`config.mk`:
```
export PLATFORM = sky130hd
export DESIGN_NAME = demux1_4_stream
export DESIGN_NICKNAME = d
export VERILOG_FILES = /design/src/rtl/demux1_4_stream.sv
export SDC_FILE = /design/constraint.sdc
export NUM_CORES = 1
export LEC_CHECK = 0
export BUFFER_PORTS_ARGS = -buffer_cell sky130_fd_sc_hd__buf_4
export CORE_ASPECT_RATIO = 1.75
export CORE_MARGIN = 4
export CORE_UTILIZATION = 49
export CTS_CLUSTER_SIZE = 12
export DETAILED_ROUTE_END_ITERATION = 10
export GPL_TIMING_DRIVEN = 0
export PLACE_DENSITY = 0.72
export SYNTH_ARGS = -nofsm -noshare
export SYNTH_HDL_FRONTEND = slang
export SYNTH_SLANG_ARGS = --single-unit
```
`constraint.sdc`:
```
create_clock -name clk -period 2.1 [get_ports clk]
set_input_delay 0.525 -clock clk [delete_from_list [all_inputs] [get_ports clk]]
set_output_delay 0.525 -clock clk [all_outputs]
set_load 0.01 [all_outputs]
```
`src/rtl/demux1_4_stream.sv`:
```
// demux1_4_stream
// Registered 1-to-4 stream demultiplexer. Each input word is steered to the
// lane named by in_sel and lands in that lane's one-entry holding register.
// Every lane keeps a count of the words it has accepted.
//
// Handshake: a transfer happens on a rising edge when valid and ready are
// both 1 in the cycle before that edge. A source holds valid and its payload
// stable until that transfer. Ready may depend combinationally on the
// source's payload (in_sel) but never on valid.
module demux1_4_stream #(
    parameter int DATA_WIDTH = 8,
    parameter int CNT_WIDTH  = 8
) (
    input  logic                    clk,
    input  logic                    rst,
    input  logic [DATA_WIDTH-1:0]   in_data,
    input  logic [1:0]              in_sel,
    input  logic                    in_valid,
    output logic                    in_ready,
    output logic [4*DATA_WIDTH-1:0] out_data,
    output logic [3:0]              out_valid,
    input  logic [3:0]              out_ready,
    input  logic                    cnt_clr,
    input  logic [1:0]              cnt_rd_sel,
    output logic [CNT_WIDTH-1:0]    cnt_rd_val
);

    logic [DATA_WIDTH-1:0] lane_data [4];
    logic [CNT_WIDTH-1:0]  lane_cnt  [4];
    logic [3:0]            lane_full;
    logic [3:0]            lane_load;
    logic [3:0]            lane_drain;
    logic                  accept;

    // The selected lane can take a word if it is empty or is draining this cycle.
    assign in_ready   = ~lane_full[in_sel] | out_ready[in_sel];
    assign accept     = in_valid & in_ready;
    assign lane_drain = lane_full & out_ready;
    assign out_valid  = lane_full;
    assign cnt_rd_val = lane_cnt[cnt_rd_sel];

    // One-hot load strobe: only the addressed lane sees an accepted word.
    always_comb begin
        lane_load = 4'b0000;
        if (accept) begin
            lane_load[in_sel] = 1'b1;
        end
    end

    // Pack the lane holding registers onto the flat output bus.
    always_comb begin
        out_data = '0;
        for (int k = 0; k < 4; k++) begin
            out_data[k*DATA_WIDTH +: DATA_WIDTH] = lane_data[k];
        end
    end

    // Per-lane full flag and data: a load wins over a drain in the same cycle,
    // and data is left untouched after a drain.
    always_ff @(posedge clk) begin
        if (rst) begin
            lane_full <= 4'b0000;
            for (int k = 0; k < 4; k++) begin
                lane_data[k] <= '0;
            end
        end else begin
            for (int k = 0; k < 4; k++) begin
                if (lane_load[k]) begin
                    lane_full[k] <= 1'b1;
                    lane_data[k] <= in_data;
                end else if (lane_drain[k]) begin
                    lane_full[k] <= 1'b0;
                end
            end
        end
    end

    // Accepted-word counters; clear takes priority but still counts a
    // same-cycle accept so that word is not lost from the tally.
    always_ff @(posedge clk) begin
        if (rst) begin
            for (int k = 0; k < 4; k++) begin
                lane_cnt[k] <= '0;
            end
        end else begin
            for (int k = 0; k < 4; k++) begin
                if (cnt_clr) begin
                    lane_cnt[k] <= lane_load[k] ? CNT_WIDTH'(1) : '0;
                end else if (lane_load[k]) begin
                    lane_cnt[k] <= lane_cnt[k] + CNT_WIDTH'(1);
                end
            end
        end
    end

endmodule

```
== Yosys cells after proc, flatten, opt, wreduce, memory -nomap -nowiden ==
Memory sizes are Yosys's and may differ from the RTL's.
Index checks and enable logic that the tools add are counted.

* $lt $le $gt $ge: 2
* Muxes and demuxes: 60
* Reduce and logical (&&, ||, !) cells: 5
* Add/subtract/negate cells: 4
* Bitwise operators: 16

{| class="wikitable"
|+ Operators by type and width
! operator !! count
|-
| 2-to-1 mux 8 bit || 12
|-
| 2-to-1 mux 1 bit || 44
|-
| adder 8 x 1 -> 8 bit (second input constant) || 4
|-
| OR 1 bit || 13
|-
| nonzero test 2 bit || 4
|-
| bitwise AND 4 bit || 1
|-
| binary-select mux 1 bit (select 2 bit) || 2
|-
| 2-to-1 mux 4 bit || 1
|-
| < comparator 2 x 3 -> 1 bit (second input constant) || 1
|-
| demux 1 bit (select 2 bit) || 1
|-
| >= comparator 2 x 1 -> 1 bit (second input constant) || 1
|-
| bitwise AND 1 bit || 1
|-
| logical AND 1 bit || 1
|-
| NOT 1 bit || 1
|}

* Word-level logic and storage cells: 93
* RAM bits: 64
* Memories kept: 2
* Input bits: 20
* Bits in registers: 4

{| class="wikitable"
|+ Memory list
! name !! words !! width !! rd ports !! clocked after memory_dff !! wr ports !! line !! text
|-
| lane_cnt || 4 || 8 || 5 || 0 || 4 || 29 || <nowiki>logic [CNT_WIDTH-1:0] lane_cnt [4];</nowiki>
|-
| lane_data || 4 || 8 || 4 || 0 || 4 || 28 || <nowiki>logic [DATA_WIDTH-1:0] lane_data [4];</nowiki>
|}

== Longest topological paths before layout ==
* Depth after elaboration: 11
* Depth in mapped cells: 5
* Gate-level depth less buffers: 4

== Worst setup path after synthesis ==
OpenSTA, ideal clock, no wires.

* Path kind: input -> output
* Start point: input port cnt_rd_sel[1]
* End point: output port cnt_rd_val[2]
* Stages on the path: 2
* Slack: 218 ps
* Arrival: 1357 ps
* Path through: buf_2 > mux4_1

* Cells in the longest elaborated chain, start to end: 1

{| class="wikitable"
|+ RTL lines
! item !! line !! text
|-
| start: declaration || 24 || <nowiki>input logic [1:0] cnt_rd_sel,</nowiki>
|-
| memory (4 x 8 bit) || n/a ||
|-
| end: declaration || 25 || <nowiki>output logic [CNT_WIDTH-1:0] cnt_rd_val</nowiki>
|}

Every way passes these cells.

==> results.sh <==
export IMPL_status="finished, final reports clean"
export IMPL_hold_path_depth=2
export IMPL_power_density_nw_per_um2=788
export IMPL_overflow=0
export IMPL_whs_endpoint="lane_data[0][1]"
export IMPL_syn_nets=274
export IMPL_async_flop_share_pct=0
export IMPL_syn_area_per_cell_um2=13.2
export IMPL_numCtsBuffers=9
export IMPL_final_setup_viol_count=0
export IMPL_irDropWorstVdd_uv=656
export IMPL_area_growth_pct=25.5
export IMPL_root_buffer="clkbuf_16"
export IMPL_worstSetupEndpointType="output pin"
export IMPL_ios=65
export IMPL_numPortBuffers=61
export IMPL_die_area_um2=8150
export IMPL_holdWs_ps=509
export IMPL_yosys_warnings=0
export IMPL_skew_ps=4.16
export IMPL_ys_types=33
export IMPL_final_setup_worst_slack_ps=62.7
export IMPL_die_w_um=70.0
export IMPL_place_area_um2=3850
export IMPL_initial_utilization_pct=50.4
export IMPL_clock_sinks=68
export IMPL_wire_per_inst_um=19.1
export IMPL_rsz0062_at_grt="false"
export IMPL_fin_setup_tns_ps=0
export IMPL_die_y_um=116
export IMPL_tightest_slew_ps=456
export IMPL_nets=347
export IMPL_cp_start_kind="flip-flop"
export IMPL_clockBufferDepth=2
export IMPL_startpoint="lane_cnt[3][2]"
export IMPL_pre_cts_slack_ps=64.4
export IMPL_ys_ff_latch=68
export IMPL_h_tree_depth=3
export IMPL_drt_iter0_markers=131
export IMPL_cts_tree="yes"
export IMPL_syn_cell_area_um2=3290
export IMPL_synth_main_ff_cell="edfxtp_1"
export IMPL_synth_edff_count=64
export IMPL_period_share_pct=97.0
export IMPL_yosys_area_top_type="edfxtp_1"
export IMPL_crit_fanout=6
export IMPL_synth_seq_area_share_pct=60.8
export IMPL_rr_endpoint="lane_cnt[3][5]"
export IMPL_antenna_found_initial=0
export IMPL_finalCriticalPeriod_ps=2040
export IMPL_crit_reg2reg_launch="out_valid[3]"
export IMPL_grt_pass1_vias=2465
export IMPL_grt_use_total_pct=20.6
export IMPL_insertion_delay_ps=330
export IMPL_n_antenna_cell=0
export IMPL_maxSlewHeadroom_pct=69.6
export IMPL_post_dp_hpwl_um=5910
export IMPL_hp_class="primary input to flip-flop"
export IMPL_layout_drive_gt1_share_pct=28.7
export IMPL_worst_r2r_path_depth=3
export IMPL_synthCells=250
export IMPL_synth_common_cells="edfxtp_1, and2_1, nand3_1"
export IMPL_clock_fmax_ghz=0.491
export IMPL_dr_total_vias=2305
export IMPL_fin_area_um2=4130
export IMPL_r2r_slack_ps=640
export IMPL_cp_data_arrival_time_ps=1510
export IMPL_synth_area_leaders="edfxtp_1, and2_1, mux4_2"
export IMPL_slew_violations=0
export IMPL_clk_pin_slew_worst_paths_ps=50
export IMPL_postRouteAntennaNets=0
export IMPL_grt_max_degree=11
export IMPL_yosysTopAreaCellShare_pct=58.4
export IMPL_rows=39
export IMPL_synth_most_common_cell="edfxtp_1"
export IMPL_first_pass_iters=4
export IMPL_core_region_area_um2=6540
export IMPL_worstHoldStart="in_data[1]"
export IMPL_leakage_nw=1.64
export IMPL_drv_cap=0
export IMPL_hold_violations=0
export IMPL_final_core_util_pct=63.2
export IMPL_viasPerCell=5.62
export IMPL_path_class="flip-flop to output pin"
export IMPL_drt_wl_total_um=7820
export IMPL_required_ps=1570
export IMPL_drcViolationCount=0
export IMPL_grt_first_pass_wirelength_um=12400
export IMPL_place_congestion=0.823
## per-layer routing
layer	share of wire, %	global-route usage, %
met5	0	0
met4	3.2	9.97
met3	7.4	8.87
met2	57	38.7
met1	32	18.8
## flip-flops by register name, indices dropped and copies added (netlist names)
register   cells
out_valid      4
lane_data     32
lane_cnt      32
## stage by stage
| stage | std cells | power [mW] |
|---|---|---|
| detailed placement | 393 | 1.92 |
| floorplan | 250 | 1.76 |
| finish | 410 | 3.26 |
| CTS | 409 | 3.30 |
| global placement | 393 | 1.91 |
| global route | 410 | 3.40 |
## cells in the final DEF (no fill, tap or decap), drive strengths merged, types with 5 or more instances in the layout
master,synthesis,layout
edfxtp,64,64
or3,12,12
mux4,9,9
buf,7,69
xnor2,5,5
and2,33,33
nand4,5,5
a21oi,12,12
o21ai,12,12
clkbuf,3,17
nor2,13,13
xor2,7,7
and3,6,6
inv,5,5
nand3,16,16
## cells by family after synthesis
kind of cell / synth area share, %
mux: 6.27
fa+ha+maj: 1.52
simple gates: 18.6
xor+xnor: 3.19
flops: 60.8
compound gates: 7.45
buf+inv: 2.17
## where the power goes
| part | internal, mW | total [mW] | switching (mW) |
|---|---|---|---|
| clock network | 0.857 | 1.37 | 0.512 |
| registers | 1.55 | 1.61 | 0.0546 |
| logic | 0.138 | 0.282 | 0.144 |
## cell type report
cell class / instances / area [µm²]
well taps: 82 / 103
repair buffers: 62 / 465
plain buffers: 10 / 52.6
clock inverters: 2 / 8.76
multi-input cells: 167 / 1220
fillers: 532 / 2400
inverters: 5 / 18.8
flip-flops and latches: 68 / 2000
clock buffers: 14 / 264
## worst max path at each step
stage / cells past startpoint / to / slack [ps]
2_1_floorplan: 2 / cnt_rd_val[2] / 220
3_3_place_gp: 3 / cnt_rd_val[2] / 70
3_5_place_dp: 3 / cnt_rd_val[2] / 60
4_1_cts: 2 / cnt_rd_val[2] / 20
5_1_grt: 2 / cnt_rd_val[2] / 9
6_report: 2 / cnt_rd_val[2] / 60
## worst max-delay path: stages, from the launching register on
cell and delay, ps:
edfxtp_1 490, mux4_1 530, buf_4 160
## what timing repair did
action	CTS	global route
buffers inserted	0	1
endpoints found under the setup margin	0	1
hold buffers	0	0
hold endpoints to repair	0	0
resized for setup	0	0
Note: power is estimated with default switching activity, not from simulation.
